**src/rtl/sdram_pkg.sv**
```systemverilog
`default_nettype none
// ============================================================================
// Module : sdram_pkg
// Brief  : Shared widths, request record and request-queue FSM states.
// Rev    : 1.0
// ============================================================================
package sdram_pkg;

  localparam int c_A_ROW_WIDTH = 13;
  localparam int c_A_COL_WIDTH = 10;
  localparam int c_A_WIDTH     = c_A_ROW_WIDTH + c_A_COL_WIDTH;
  localparam int c_BA_WIDTH    = 2;
  localparam int c_D_WIDTH     = 16;

  typedef struct packed {
    logic                  rw;
    logic [c_BA_WIDTH-1:0] ba;
    logic [c_A_WIDTH-1:0]  addr;
    logic [c_D_WIDTH-1:0]  data;
  } sdram_req_t;

  typedef enum logic [1:0] {
    S_IDLE      = 2'd0,
    S_ISSUE     = 2'd1,
    S_WAIT_ACK  = 2'd2,
    S_WAIT_DONE = 2'd3
  } sdram_req_state_t;

endpackage
`default_nettype wire

```
**src/rtl/sdram_req_fifo.sv**
```systemverilog
`default_nettype none
// ============================================================================
// Module : sdram_req_fifo
// Brief  : Synchronous FIFO of sdram_req_t; a push is refused while full.
// Rev    : 1.0
// ============================================================================
module sdram_req_fifo
  import sdram_pkg::*;
#(
  parameter int DEPTH = 4
) (
  input  logic                   i_clk,
  input  logic                   i_rst,
  input  logic                   i_push,
  input  logic                   i_pop,
  input  sdram_req_t             i_data,
  output sdram_req_t             o_data,
  output logic                   o_full,
  output logic                   o_empty,
  output logic [$clog2(DEPTH):0] o_level
);

  localparam int c_AW = $clog2(DEPTH);

  sdram_req_t        r_mem [DEPTH];
  logic [c_AW-1:0]   r_wr_ptr;
  logic [c_AW-1:0]   r_rd_ptr;
  logic [c_AW:0]     r_level;
  logic              w_push;
  logic              w_pop;

  assign o_full  = (r_level == (c_AW+1)'(DEPTH));
  assign o_empty = (r_level == '0);
  assign o_level = r_level;
  assign o_data  = r_mem[r_rd_ptr];

  // Full refuses a push even when a pop frees a slot in the same cycle.
  assign w_push = i_push && !o_full;
  assign w_pop  = i_pop && !o_empty;

  always_ff @(posedge i_clk or negedge i_rst) begin
    if (!i_rst) begin
      r_wr_ptr <= '0;
      r_rd_ptr <= '0;
      r_level  <= '0;
    end else begin
      if (w_push) r_wr_ptr <= r_wr_ptr + 1'b1;
      if (w_pop)  r_rd_ptr <= r_rd_ptr + 1'b1;
      case ({w_push, w_pop})
        2'b10:   r_level <= r_level + 1'b1;
        2'b01:   r_level <= r_level - 1'b1;
        default: r_level <= r_level;
      endcase
    end
  end

  always_ff @(posedge i_clk) begin
    if (w_push) r_mem[r_wr_ptr] <= i_data;
  end

endmodule
`default_nettype wire

```
**src/rtl/sdram_req_queue.sv**
```systemverilog
`default_nettype none
// ============================================================================
// Module : sdram_req_queue
// Brief  : Buffers user requests and issues them one at a time to the SDRAM
//          controller, returning read data in order. Optional macro:
//          SDRAM_REQ_TIMEOUT_EN enables the WAIT_ACK timeout and o_err.
// Rev    : 1.0
// ============================================================================
module sdram_req_queue
  import sdram_pkg::*;
#(
  parameter int A_ROW_WIDTH = c_A_ROW_WIDTH,
  parameter int A_COL_WIDTH = c_A_COL_WIDTH,
  parameter int BA_WIDTH    = c_BA_WIDTH,
  parameter int D_WIDTH     = c_D_WIDTH,
  parameter int DEPTH       = 4,
  parameter int TIMEOUT     = 1023
) (
  input  logic                           i_clk,
  input  logic                           i_rst,
  input  logic                           i_req_valid,
  output logic                           o_req_ready,
  input  logic                           i_req_rw,
  input  logic [A_ROW_WIDTH+A_COL_WIDTH-1:0] i_req_addr,
  input  logic [BA_WIDTH-1:0]            i_req_ba,
  input  logic [D_WIDTH-1:0]             i_req_data,
  output logic                           o_rsp_valid,
  output logic [D_WIDTH-1:0]             o_rsp_data,
  output logic                           o_initial,
  output logic                           o_rw,
  output logic [A_ROW_WIDTH+A_COL_WIDTH-1:0] o_addr,
  output logic [BA_WIDTH-1:0]            o_ba,
  output logic [D_WIDTH-1:0]             o_wdata,
  input  logic                           i_busy,
  input  logic [D_WIDTH-1:0]             i_rdata,
  output logic [$clog2(DEPTH):0]         o_level,
  output logic                           o_err
);

  localparam int c_LW = $clog2(DEPTH) + 1;

  sdram_req_state_t r_state;
  sdram_req_state_t w_next;
  sdram_req_t       w_req_in;
  sdram_req_t       w_head;
  logic             w_full;
  logic             w_empty;
  logic             w_pop;
  logic             w_done;
  logic             w_timeout;
  logic [c_LW-1:0]  w_level;

  logic                               r_rw;
  logic [A_ROW_WIDTH+A_COL_WIDTH-1:0] r_addr;
  logic [BA_WIDTH-1:0]                r_ba;
  logic [D_WIDTH-1:0]                 r_wdata;
  logic                               r_rsp_valid;
  logic [D_WIDTH-1:0]                 r_rsp_data;

  assign w_req_in = '{rw: i_req_rw, ba: i_req_ba, addr: i_req_addr, data: i_req_data};

  sdram_req_fifo #(.DEPTH(DEPTH)) u_fifo (
    .i_clk   (i_clk),
    .i_rst   (i_rst),
    .i_push  (i_req_valid),
    .i_pop   (w_pop),
    .i_data  (w_req_in),
    .o_data  (w_head),
    .o_full  (w_full),
    .o_empty (w_empty),
    .o_level (w_level)
  );

  assign o_level     = w_level;
  assign o_req_ready = (w_level != c_LW'(DEPTH));

  always_ff @(posedge i_clk or negedge i_rst) begin
    if (!i_rst) r_state <= S_IDLE;
    else        r_state <= w_next;
  end

  always_comb begin
    w_next = r_state;
    case (r_state)
      S_IDLE:      if (!w_empty && !i_busy) w_next = S_ISSUE;
      S_ISSUE:     w_next = S_WAIT_ACK;
      S_WAIT_ACK:  if (i_busy) w_next = S_WAIT_DONE;
                   else if (w_timeout) w_next = S_IDLE;
      S_WAIT_DONE: if (!i_busy) w_next = S_IDLE;
      default:     w_next = S_IDLE;
    endcase
  end

  always_comb begin
    o_initial = (r_state == S_ISSUE);
    w_pop     = (r_state == S_IDLE) && !w_empty && !i_busy;
    w_done    = (r_state == S_WAIT_DONE) && !i_busy;
  end

  // Request fields are held from the pop until the next pop.
  always_ff @(posedge i_clk or negedge i_rst) begin
    if (!i_rst) begin
      r_rw        <= 1'b0;
      r_addr      <= '0;
      r_ba        <= '0;
      r_wdata     <= '0;
      r_rsp_valid <= 1'b0;
      r_rsp_data  <= '0;
    end else begin
      if (w_pop) begin
        r_rw    <= w_head.rw;
        r_addr  <= w_head.addr;
        r_ba    <= w_head.ba;
        r_wdata <= w_head.data;
      end
      r_rsp_valid <= w_done && !r_rw;
      if (w_done && !r_rw) r_rsp_data <= i_rdata;
    end
  end

  assign o_rw        = r_rw;
  assign o_addr      = r_addr;
  assign o_ba        = r_ba;
  assign o_wdata     = r_wdata;
  assign o_rsp_valid = r_rsp_valid;
  assign o_rsp_data  = r_rsp_data;

`ifdef SDRAM_REQ_TIMEOUT_EN
  localparam int c_TO_W = $clog2(TIMEOUT + 1);

  logic [c_TO_W-1:0] r_to_cnt;
  logic              r_err;

  assign w_timeout = (r_state == S_WAIT_ACK) && !i_busy &&
                     (r_to_cnt == c_TO_W'(TIMEOUT - 1));

  always_ff @(posedge i_clk or negedge i_rst) begin
    if (!i_rst) begin
      r_to_cnt <= '0;
      r_err    <= 1'b0;
    end else begin
      if (r_state != S_WAIT_ACK) r_to_cnt <= '0;
      else                       r_to_cnt <= r_to_cnt + 1'b1;
      if (w_timeout) r_err <= 1'b1;
    end
  end

  assign o_err = r_err;
`else
  assign w_timeout = 1'b0;
  assign o_err     = 1'b0;
`endif

endmodule
`default_nettype wire

```
**config.mk**
```make
export PLATFORM = sky130hd
export DESIGN_NAME = sdram_req_queue
export DESIGN_NICKNAME = d
export VERILOG_FILES = /design/src/rtl/sdram_pkg.sv /design/src/rtl/sdram_req_fifo.sv /design/src/rtl/sdram_req_queue.sv
export SDC_FILE = /design/constraint.sdc
export NUM_CORES = 1
export LEC_CHECK = 0
export BUFFER_PORTS_ARGS = -buffer_cell sky130_fd_sc_hd__buf_2
export CAP_MARGIN = 20
export CELL_PAD_IN_SITES_DETAIL_PLACEMENT = 0
export CELL_PAD_IN_SITES_GLOBAL_PLACEMENT = 2
export CORE_ASPECT_RATIO = 1.1
export CORE_MARGIN = 10
export CORE_UTILIZATION = 44
export CTS_CLUSTER_SIZE = 8
export DETAILED_ROUTE_END_ITERATION = 6
export PLACE_DENSITY_LB_ADDON = 0.1
export SLEW_MARGIN = 40
export SYNTH_ARGS = -nofsm -noshare
export SYNTH_HDL_FRONTEND = slang
export SYNTH_SLANG_ARGS = --single-unit
```
**constraint.sdc**
```tcl
create_clock -name i_clk -period 2.6 [get_ports i_clk]
set_clock_uncertainty 0.05 [all_clocks]
set_input_delay 0.13 -clock i_clk [delete_from_list [all_inputs] [get_ports i_clk]]
set_output_delay 0.13 -clock i_clk [all_outputs]
set_load 0.005 [all_outputs]
```
After elaboration in Yosys (flattened, before gate mapping) --
Memory sizes are Yosys's and may differ from the RTL's. A register that Yosys moved wholly into a read port is not among the register bits. Cells that the tools add are included.
Storage, ports and cells: flip-flop bits (word level) 26, memory bits (writable) 168, output and inout bits 65, memories 1, input port bits 62, logic and storage cells 44
Memories:
- u_fifo.r_mem | depth 4, bits a word 42, read ports 1, clocked after memory_dff 1, write ports 1, line sdram_req_fifo.sv:25 | sdram_req_t r_mem [DEPTH];
Cells by class: add/subtract/negate cells 4, reductions and logical operators 16, multiplexer cells 7, equal/unequal tests 10
Operator list (number):
- $pmux W2 S4 | 1
- $logic_and A1 B1 Y1 | 7
- $eq A2 B2 Y1 const B | 3
- $mux W2 | 3
- $ne A2 B2 Y1 const B | 3
- $pmux W3 S2 | 1
- $logic_not A1 Y1 | 5
- $add A2 B1 Y2 const B | 2
- $eq A2 B1 Y1 const B | 2
- $add A3 B1 Y3 const B | 1
- $eq A3 B3 Y1 const B | 1
- $logic_not A3 Y1 | 1
- $ne A3 B3 Y1 const B | 1
- $reduce_and A3 Y1 | 1
- $sub A3 B1 Y3 const B | 1
- $logic_not A2 Y1 | 1
- $mux W1 | 2
- $reduce_bool A2 Y1 | 1

Longest topological paths before layout --
word-level depth 7, mapped depth 11, depth with buffers taken out 9

Cells and area by module --
A second synthesis with hierarchy kept.
Unflattened totals: cells, all modules 404, area total of the unflattened synthesis 8963.6 µm²
Modules (own cells, without submodules):
- sdram_req_fifo | area an instance 6543.8 µm², instances 1, cells each 257, seq. area each 5220.0 µm²
- sdram_req_queue | area an instance 2419.8 µm², instances 1, cells each 147, seq. area each 1526.5 µm²

Worst setup path after synthesis --
OpenSTA, ideal clock, no wires.
kind flip-flop to flip-flop, start reg r_state[0], end reg u_fifo.r_level[2] (netlist: u_fifo.o_level[2]), required time 2471 ps, path buffers 2, arrival 2221 ps, cell stages (with the launch flop) 12, slack 250 ps, clock period less this slack 2350 ps, library setup time 79 ps, cells stage by stage dfrtp_1 inv_1 ha_1 nor3b_1 buf_4 buf_6 ha_1 inv_1 fa_1 xor2_1 nor2_1 xor2_1
Between the ends: cells in the longest elaborated chain, start to end 6, elaborated cells between the ends (all ways) 8, those cells by class eq/ne: 2; mux: 1; reduce/logical: 5
Ends and longest elaborated chain:
- start: declaration | line sdram_req_queue.sv:42 | sdram_req_state_t r_state;
- start signal: assignment | line sdram_req_queue.sv:79 | else r_state <= w_next;
- $logic_not A2 Y1 (*) | line sdram_req_queue.sv:96 | w_pop = (r_state == S_IDLE) && !w_empty && !i_busy;
- $logic_and A1 B1 Y1 (*) (2 in a row) | line sdram_req_queue.sv:96
- $logic_and A1 B1 Y1 (*) | line sdram_req_fifo.sv:39 | assign w_pop = i_pop && !o_empty;
- named net u_fifo.w_pop | line sdram_req_fifo.sv:30 | logic w_pop;
- $eq A2 B1 Y1 / $eq A2 B2 Y1 (equally long branches) | line sdram_req_fifo.sv:49 | case ({w_push, w_pop})
- $pmux W3 S2 / $reduce_bool A2 Y1 (equally long branches)
- end signal: assignment | line sdram_req_fifo.sv:50 | 2'b10: r_level <= r_level + 1'b1;
- end signal: assignment | line sdram_req_fifo.sv:51 | 2'b01: r_level <= r_level - 1'b1;
- end signal: assignment | line sdram_req_fifo.sv:52 | default: r_level <= r_level;
- end: declaration | line sdram_req_fifo.sv:28 | logic [c_AW:0] r_level;
The timed path passes the listed nets; every way through them passes the cells marked *. A chain may end at the register's enable or synchronous reset.

Worst setup path after layout --
start reg r_state[0], end reg u_fifo.r_level[2] (netlist: u_fifo.o_level[2])
Between the ends: cells in the longest elaborated chain, start to end 6, elaborated cells between the ends (all ways) 8, those cells by class eq/ne: 2; mux: 1; reduce/logical: 5
Ends and longest elaborated chain (line):
- $logic_not A2 Y1 (*) | sdram_req_queue.sv:96
- $logic_and A1 B1 Y1 (*) (2 in a row) | sdram_req_queue.sv:96
- $logic_and A1 B1 Y1 (*) | sdram_req_fifo.sv:39
- $eq A2 B1 Y1 / $eq A2 B2 Y1 (equally long branches) | sdram_req_fifo.sv:49
- $pmux W3 S2 / $reduce_bool A2 Y1 (equally long branches)
Mark *: on every way between the ends. The rest lies on a longest branch, timed or not.

==> impl_metrics.toml <==
[worst_setup_path]
crit_arrival_ns = 2.68
crit_required_ns = 2.96
cp-end-kind = "register"
critical_path_class = "reg2reg"
critPathLaunchType = "register"
crit_fanout = 6

[detailed_routing]
routed_via_density = 5.001
drtAntennaViolNets = 0
post_drt_wl_per_cell_um = 20.06
drt-initial-drc-count = 176
wirelength_um = 18190
vias = 4536
drt-pass1-iter-count = 4
drc = 0

[synth]
synth_edf_count = 168
postSynthCellCount = 407
synth_area_leaders = "edfxtp_1 56%, dfrtp_1 19%, mux4_2 9.4%, mux2_4 6.4%, mux2_2 2.6%"
synth.most_common_cell = "edfxtp_1"
synth_cell_type_count = 32
synth_common_cells = "168 x edfxtp_1, 68 x dfrtp_1, 39 x mux2_4"
synth-seq-area-share_pct = 74.28
syn_nets = 480
synth_seq_cells = 236
ys_async_sr_fraction_pct = 28.81
ys_dominant_reg_cell = "edfxtp_1"
yosysTopAreaCell = "edfxtp_1"
syn_area_um2 = 9082
synth_top_area_share_pct = 55.54
yosysWarnings = 0
avgSynthCellArea_um2 = 22.32

[layout]
final_area_um2 = 11640
layout-drive-gt1-share_pct = 43.78
diodes = 0
fin_nets = 698
final_cells = 907
area_delta_synth_final_pct = 28.12

[timing]
min_period_ns = 2.313
period_share_pct = 88.94
slew_violations = 0
worstMarginPinSlew_ns = 0.8313
tns_ns = 0
setup_ws_ns = 0.2875
hold_viol_final = 0
setup_viol = 0
max_clock_freq_ghz = 0.4324
relSlewSlack_pct = 44.52
rsz0062_at_grt = "false"

[run]
drv_cap = 0

[pwr]
switching_power_mw = 3.656
swShare_pct = 26.90
power.internal_mw = 9.934
power_density_nw_per_um2 = 1168
p_seq_share_pct = 42.9
clkPwrFrac_pct = 30.4
peakVddDrop_mv = 0.6204
p_comb_share_pct = 26.7
p_leak_nw = 4.521
total_power_mw = 13.59

[clocking]
cts_max_level = 2
cts.sinks = 236
clockBufferDepth = 3
post_cts_resized = 0
clkLatencyLatePin_ns = 0.50
cts_root_buf = "clkbuf_16"
cts_setup_buffers = 0
clkTransAtPathRegs_ns = 0.05
cts_tree = "yes"
holdBufCountCts = 61
cts-buffers-inserted = 35

[floorplanning]
rows = 55
die_area_um2 = 26800
fp.dieH_um = 170.7
coreArea_um2 = 20440
io_pins = 127
die_w_um = 157.0
start_util_pct = 44.44

[place]
routabilityCongestion = 0.7150
dp.cells = 783
io_buffers = 125
post_dp_cell_area_um2 = 10000
dp_hpwl_um = 10540
pre_cts_slack_ns = 0.2746

[global_routing]
grt_max_degree = 44
grt_util_all_layers_pct = 13.84
antenna_found_initial = 0
grt_pass1_wl_um = 28650
grt_overflow_total = 0
grt_pass1_vias = 5114

[hold_path]
hold_class = "in2async"

[outcome]
status = "complete, no violations"
through the flow:
stage          hold slack, ns  util, %
6_report               0.1273    56.93
5_1_grt                0.1822    56.93
4_1_cts                0.1267    56.93
3_5_place_dp           0.1125    48.94
3_3_place_gp           0.1078    48.94
2_1_floorplan         -0.2156        -
cells in the final DEF, fill, tap and decap left out, types with 2 or more instances in the layout:
master,Yosys,routed
mux2_4,39,39
o21ai_0,2,2
nor3_1,3,3
nand2_1,2,2
mux4_1,4,4
buf_2,2,124
clkbuf_1,4,24
mux2_2,21,21
ha_1,10,10
inv_1,10,10
inv_6,0,3
dlygate4sd3_1,0,61
edfxtp_1,168,168
mux4_2,38,38
and3_2,0,4
xnor2_1,2,2
dfrtp_1,68,66
xor2_1,4,4
clkbuf_16,0,35
buf_4,2,13
cell families after synthesis:
kind of cell	count (synthesis)	synth area share, %
AND/OR/NAND/NOR	16	1.281
flip-flops	236	74.28
adder cells (fa/ha/maj)	11	1.598
multiplexers	102	19.63
buffers and inverters	28	2.094
AO/OA/AOI/OAI	7	0.4960
XOR/XNOR	6	0.5786
other	1	0.04129
final timing paths:
path | start | to | slack, ns | depth (start not counted)
hold / removal | i_rst | o_rsp_data[7] | 0.13 | 2
max in group asynchronous | i_rst | o_wdata[1] | 1.66 | 3
hold reg to reg | o_rsp_data[7] | o_rsp_data[7] | 0.45 | 1
setup / recovery | r_state[0] | u_fifo.o_level[2] | 0.29 | 9
setup reg to reg | r_state[0] | u_fifo.o_level[2] | 0.29 | 9
min in group i_clk | i_req_addr[22] | u_fifo.r_mem[0][38] | 0.34 | 2
sequential cells by signal, indices dropped and copies added (netlist names):
register / cells
o_addr: 23
o_ba: 2
o_rsp_data: 16
o_rsp_valid: 1
o_rw: 1
o_wdata: 16
r_state: 2
u_fifo.o_level: 3
u_fifo.r_mem: 168
u_fifo.r_rd_ptr: 2
u_fifo.r_wr_ptr: 2
cell type report:
cell class / instances / area [um2]
Clock inverter: 4 / 56.30
Fill cell: 1599 / 8802
Clock buffer: 59 / 965.9
Tap cell: 256 / 320.3
Inverter: 10 / 37.54
Timing Repair Buffer: 199 / 1349
Multi-Input combinational cell: 143 / 2156
Sequential cell: 236 / 6751
routing by layer:
metal	vias up	wire (um)	GRT usage, %
met5	-	0	0
met4	0	359	4.394
met3	29	1375	4.343
met2	132	8922	23.06
met1	2315	7535	16.83
li1	2060	-	-
critical path, stage by stage, from the launching register on:
cell     delay, ns
dfrtp_1       0.42
inv_1         0.13
ha_1          0.25
nor3b_2       0.31
ha_1          0.23
inv_1         0.06
fa_1          0.37
xor2_1        0.15
nor2_1        0.12
xor2_1        0.15
power by group through the flow:
stage | logic, mW | clock network, mW | registers [mW]
after detailed placement | 3.68 | 0 | 5.91
after floorplan | 2.61 | 0 | 5.66
after CTS | 3.75 | 4.25 | 5.87
final | 3.63 | 4.13 | 5.83
after global placement | 3.63 | 0 | 5.88
after global routing | 3.97 | 4.44 | 5.97
Note: power is estimated with default switching activity, not from simulation.
